$ cat config.mk
export PLATFORM = sky130hd
export DESIGN_NAME = uart_rx
export DESIGN_NICKNAME = d
export VERILOG_FILES = /design/src/rtl/uart_rx.sv
export SDC_FILE = /design/constraint.sdc
export NUM_CORES = 1
export LEC_CHECK = 0
export ABC_AREA = 0
export BUFFER_PORTS_ARGS = -buffer_cell sky130_fd_sc_hd__buf_2
export CORE_ASPECT_RATIO = 1.4
export CORE_MARGIN = 1
export CORE_UTILIZATION = 35
export CTS_CLUSTER_SIZE = 8
export DETAILED_ROUTE_END_ITERATION = 8
export GPL_TIMING_DRIVEN = 0
export PLACE_DENSITY = 0.48
export SYNTH_ARGS = -nofsm -noshare
export SYNTH_HDL_FRONTEND = slang
export SYNTH_SLANG_ARGS = --single-unit
$ cat constraint.sdc
create_clock -name clk -period 2.5 [get_ports clk]
set_input_delay 0.125 -clock clk [delete_from_list [all_inputs] [get_ports clk]]
set_output_delay 0.125 -clock clk [all_outputs]
set_load 0.1 [all_outputs]
$ cat src/rtl/uart_rx.sv
// 8N1 UART receiver, LSB first. RX is double-flopped, the start bit is confirmed at its
// midpoint, data and stop bits are sampled one bit period apart from there. A completed byte
// raises rdy until the consumer pulses clr_rdy; a byte arriving while rdy is still set raises
// the sticky overrun flag. A low stop bit raises frm_err and parks the receiver until the
// line returns high, so a held-low line (break) yields a single error, not a stream of frames.
module uart_rx #(
  parameter int unsigned BAUD_DIV = 43,  // clocks per bit
  parameter int unsigned HALF_DIV = 21   // clocks from start detection to start-bit midpoint
) (
  input  logic       clk,
  input  logic       rst_n,
  input  logic       RX,
  input  logic       clr_rdy,
  output logic [7:0] rx_data,
  output logic       rdy,
  output logic       frm_err,
  output logic       overrun
);

  localparam logic [5:0] HalfCnt  = 6'(HALF_DIV);
  localparam logic [5:0] BaudLast = 6'(BAUD_DIV - 1);

  typedef enum logic [2:0] {
    StIdle,
    StStart,
    StData,
    StStop,
    StWaitHi
  } state_e;

  state_e      state_q, state_d;
  logic        rx_meta_q, rx_s;
  logic [5:0]  baud_cnt_q, baud_cnt_d;
  logic [3:0]  bit_cnt_q, bit_cnt_d;
  logic [7:0]  shift_q, shift_d;
  logic [7:0]  rx_data_q, rx_data_d;
  logic        rdy_q, rdy_d;
  logic        frm_err_q, frm_err_d;
  logic        overrun_q, overrun_d;

  logic        baud_last;
  logic        good_stop;

  // Two-flop synchronizer; only rx_s is used downstream.
  always_ff @(posedge clk or negedge rst_n) begin
    if (!rst_n) begin
      rx_meta_q <= 1'b1;
      rx_s      <= 1'b1;
    end else begin
      rx_meta_q <= RX;
      rx_s      <= rx_meta_q;
    end
  end

  // FSM state register.
  always_ff @(posedge clk or negedge rst_n) begin
    if (!rst_n) begin
      state_q <= StIdle;
    end else begin
      state_q <= state_d;
    end
  end

  assign baud_last = (baud_cnt_q == BaudLast);

  // Next-state decode.
  always_comb begin
    state_d = state_q;
    case (state_q)
      StIdle: begin
        if (!rx_s) state_d = StStart;
      end
      StStart: begin
        // A line back high at the midpoint is treated as a glitch.
        if (baud_cnt_q == HalfCnt) state_d = rx_s ? StIdle : StData;
      end
      StData: begin
        if (baud_last && (bit_cnt_q == 4'd7)) state_d = StStop;
      end
      StStop: begin
        if (baud_last) state_d = rx_s ? StIdle : StWaitHi;
      end
      StWaitHi: begin
        if (rx_s) state_d = StIdle;
      end
      default: state_d = StIdle;
    endcase
  end

  // Counter, shift register and status next-state.
  always_comb begin
    baud_cnt_d = baud_cnt_q;
    bit_cnt_d  = bit_cnt_q;
    shift_d    = shift_q;
    rx_data_d  = rx_data_q;
    rdy_d      = rdy_q;
    frm_err_d  = frm_err_q;
    overrun_d  = overrun_q;
    good_stop  = 1'b0;

    case (state_q)
      StStart: baud_cnt_d = baud_cnt_q + 6'd1;
      StData: begin
        if (baud_last) begin
          baud_cnt_d = '0;
          bit_cnt_d  = bit_cnt_q + 4'd1;
          shift_d    = {rx_s, shift_q[7:1]};
        end else begin
          baud_cnt_d = baud_cnt_q + 6'd1;
        end
      end
      StStop: baud_cnt_d = baud_cnt_q + 6'd1;
      default: ;
    endcase

    // Both counters restart on every state entry, so none can run past a bit period.
    if (state_d != state_q) begin
      baud_cnt_d = '0;
      bit_cnt_d  = '0;
    end

    if ((state_q == StIdle) && !rx_s) frm_err_d = 1'b0;

    if ((state_q == StStop) && baud_last) begin
      if (rx_s) begin
        good_stop = 1'b1;
        rx_data_d = shift_q;
        frm_err_d = 1'b0;
      end else begin
        frm_err_d = 1'b1;
      end
    end

    // A new byte wins over a coincident acknowledge: rdy stays up, no overrun.
    if (good_stop) begin
      rdy_d = 1'b1;
      if (rdy_q && !clr_rdy) overrun_d = 1'b1;
      else if (clr_rdy)      overrun_d = 1'b0;
    end else if (clr_rdy) begin
      rdy_d     = 1'b0;
      overrun_d = 1'b0;
    end
  end

  // Datapath and status registers.
  always_ff @(posedge clk or negedge rst_n) begin
    if (!rst_n) begin
      baud_cnt_q <= '0;
      bit_cnt_q  <= '0;
      shift_q    <= '0;
      rx_data_q  <= '0;
      rdy_q      <= 1'b0;
      frm_err_q  <= 1'b0;
      overrun_q  <= 1'b0;
    end else begin
      baud_cnt_q <= baud_cnt_d;
      bit_cnt_q  <= bit_cnt_d;
      shift_q    <= shift_d;
      rx_data_q  <= rx_data_d;
      rdy_q      <= rdy_d;
      frm_err_q  <= frm_err_d;
      overrun_q  <= overrun_d;
    end
  end

  assign rx_data = rx_data_q;
  assign rdy     = rdy_q;
  assign frm_err = frm_err_q;
  assign overrun = overrun_q;

endmodule

==> flow_summary.yaml <==
yosys:
  synth_cells: 142
  synth.ff_latch_count: 34
  mappedNetlistArea_sq_mm: 0.00164
  synth.lib_cells_used.distinct: 42
  yosys_most_used_dff: "dfrtp_1"
  number_of_enable_type_register_cells_in_the_synthesized_netlist: 0
  synth.net_count: 150
  postSynthAreaPerCell_sq_um: 11.6
  yosysWarningCount: 0
  yosysSeqAreaShare_pct: 52.0
  postSynth.asyncResetShare_pct: 100
timing:
  slew_violations: 0
  finalHoldWorstSlack_ps: 360
  timing.final.hold_violations: 0
  fin_skew_ps: 8.29
  fin_crit_sh_pct: 80.7
  setup_viol: 0
  maxClockFrequency_mhz: 496
  rsz0062_at_grt: "false"
  post-route-min-period_ps: 2020
  slew_headroom_pct: 49.9
  fin_tns_setup_ps: 0
  tightestPinTransition_ps: 752
detailed_routing:
  routed-via-count: 1116
  detail_route.iter0.violations: 32
  detail_route.wirelength_um: 3120
  drc_violation_count_after_routing: 0
  first_pass_iters: 4
  antenna_violating_nets_post_route: 0
  routed_via_density: 4.87
  wire_per_inst_um: 13.6
cts:
  tritoncts_num_sinks: 34
  number_of_buffers_created_by_cts: 5
  post_cts.resized_instances: 0
  ctsHtreeMaxLevel: 2
  clock_tree_from_tritoncts: "done"
  clock-root-buffer: "clkbuf_8"
  post-cts-setup-buffer-count: 0
  clock_insertion_delay_worst_skew_ps: 290
  ctsHoldBuffers: 3
  cts.clk_slew.worst_paths_ps: 70
  clk_buf_depth: 2
die:
  die-width_um: 59.9
  core.rowCount: 29
  core-area_sq_mm: 0.00454
  ios: 15
  die_area_sq_mm: 0.00497
  fp.dieH_um: 83.0
  initial_utilization_pct: 36.2
global_route:
  grt_most_used_layer: "met2"
  largest_net_degree_at_the_start_of_global_routing: 35
  globalRouteMet3Util_pct: 4.21
  grt_overflow_total: 0
  grt_usage_pct: 14.8
  grt_pass1_wl_um: 5450
  grt_antenna_before_repair: 0
  grt_use_met1_pct: 17.7
  vias_in_the_first_global_route: 1187
  use_met2_pct: 24.0
critical_path:
  path_class: "register to register"
  critical_path_arrival_ps: 2190
  path_max_fanout: 10
  worst_setup_path_end_kind: "register"
  crit_required_ps: 2670
  worst_setup_path_start_kind: "register"
pwr:
  power.static_leakage_nw: 0.930
  ir_worst_vdd_mv: 0.320
  internal-power_uw: 924
  power_frac_comb_pct: 20.7
  sw_frac_of_total_pct: 30.9
  p_switching_uw: 414
  share_seq_of_total_power_pct: 47.7
  clock_power_share_pct: 31.6
  power_per_cell_area_mw_per_mm2: 701
min_path:
  worst_hold_path_type: "register to register"
outcome:
  outcome: "finished clean"
cells_and_area:
  drive_gt1_share_pct: 28.7
  diodes: 0
  post-route-util_pct: 42.1
  layout-area-overhead-vs-synth_pct: 16.4
  n_fill_cell: 442
  final_net_count: 174
placed_design:
  place_hpwl_um: 2160
  port_buffers: 14
  routabilityCongestion: 0.859
job:
  max_cap_violations: 0
## cell usage after synthesis (all sizes together) (4+ instances only)
library cell,number,area (sq um)
inv,6,22.5
xnor2,4,35.0
a21oi,10,53.8
nand2,7,26.3
ha,4,50.1
mux2,18,203
nor2,13,48.8
buf,5,25.0
dfrtp,32,801
nand3,4,25.0
## logic make-up (layout without fill, tap and decap cells)
| kind of cell | after synthesis | after routing | share of synthesized area [%] |
|---|---|---|---|
| and+or+nand+nor | 44 | 44 | 16.5 |
| DFF | 34 | 34 | 52.0 |
| AOI/OAI and AO/OA | 24 | 24 | 9.83 |
| muxes | 18 | 18 | 12.3 |
| buffers and inverters | 12 | 37 | 3.12 |
| xor gates and xnor gates | 6 | 6 | 3.20 |
| adders and majority gates | 4 | 4 | 3.05 |
## stage by stage
stage               instance area [sq um]  cells  worst slack, ps  total power, mW
floorplan                            1640    142              814            0.853
global placement                     1790    218              474            0.919
detailed placement                   1790    218              439            0.926
CTS                                  1910    229              430             1.36
global route                         1910    229              290             1.43
finish                               1910    229              482             1.34
## worst paths after layout
check                                          start                   endpoint  slack (ps)  cells past startpoint
hold / removal                   rx_meta_q$_DFF_PN1_             rx_s$_DFF_PN1_         360                      0
min in group asynchronous                      rst_n  baud_cnt_q[0]$_DFFE_PN0P_         440                      2
max in group asynchronous                      rst_n     rx_data[1]$_DFFE_PN0P_        1560                      2
setup / recovery           baud_cnt_q[0]$_DFFE_PN0P_     rx_data[7]$_DFFE_PN0P_         480                      6
hold reg to reg                  rx_meta_q$_DFF_PN1_             rx_s$_DFF_PN1_         360                      0
setup reg to reg           baud_cnt_q[0]$_DFFE_PN0P_     rx_data[7]$_DFFE_PN0P_         480                      6
## sequential cells by signal, indices dropped and copies added, names as in the netlist, 3 cells and up
register    cells
shift_q         8
baud_cnt_q      6
state_q         3
bit_cnt_q       4
rx_data         8
## routing by layer
metal / share of wire (%) / routed length (um)
met5: 0 / 0
met4: 1.8 / 57
met3: 2.9 / 89
met2: 52 / 1610
met1: 44 / 1360
## power groups by stage
stage | Clock (mW) | Sequential [mW] | Combinational, mW
floorplan | 0 | 0.637 | 0.216
global placement | 0 | 0.647 | 0.272
detailed placement | 0 | 0.650 | 0.276
CTS | 0.442 | 0.639 | 0.281
global route | 0.466 | 0.647 | 0.321
finish | 0.423 | 0.639 | 0.277
## critical path, stage by stage (launching register included)
cell and delay [ps]:
dfrtp_1 440, inv_1 80, ha_1 170, nand4b_1 210, nor3_1 320, buf_2 320
mux2_2 360
## cell type report
class | count | area [sq um] | area share (%)
Timing Repair Buffer | 17 | 100 | 5.24
Clock buffer | 7 | 86.3 | 4.52
Multi-Input combinational cell | 96 | 737 | 38.6
Buffer | 6 | 28.8 | 1.51
Sequential cell | 34 | 853 | 44.7
Clock inverter | 1 | 5.00 | 0.262
Inverter | 6 | 22.5 | 1.18
Tap cell | 62 | 77.6 | 4.06
## layout by cell type, fill, tap and decap left out, drive strengths merged, types with 2 or more instances in the layout
cell and count:
a211oi 2, a21oi 10, and3 2, buf 19
clkbuf 8, dfrtp 32, dfstp 2, dlygate4sd3 3
ha 4, inv 6, mux2 18, nand2 7
nand3 4, nand4 2, nand4b 2, nor2 13
nor3 3, o21ai 3, o31ai 2, or3 3
xnor2 4, xor2 2
(Power assumes the default switching activity.)
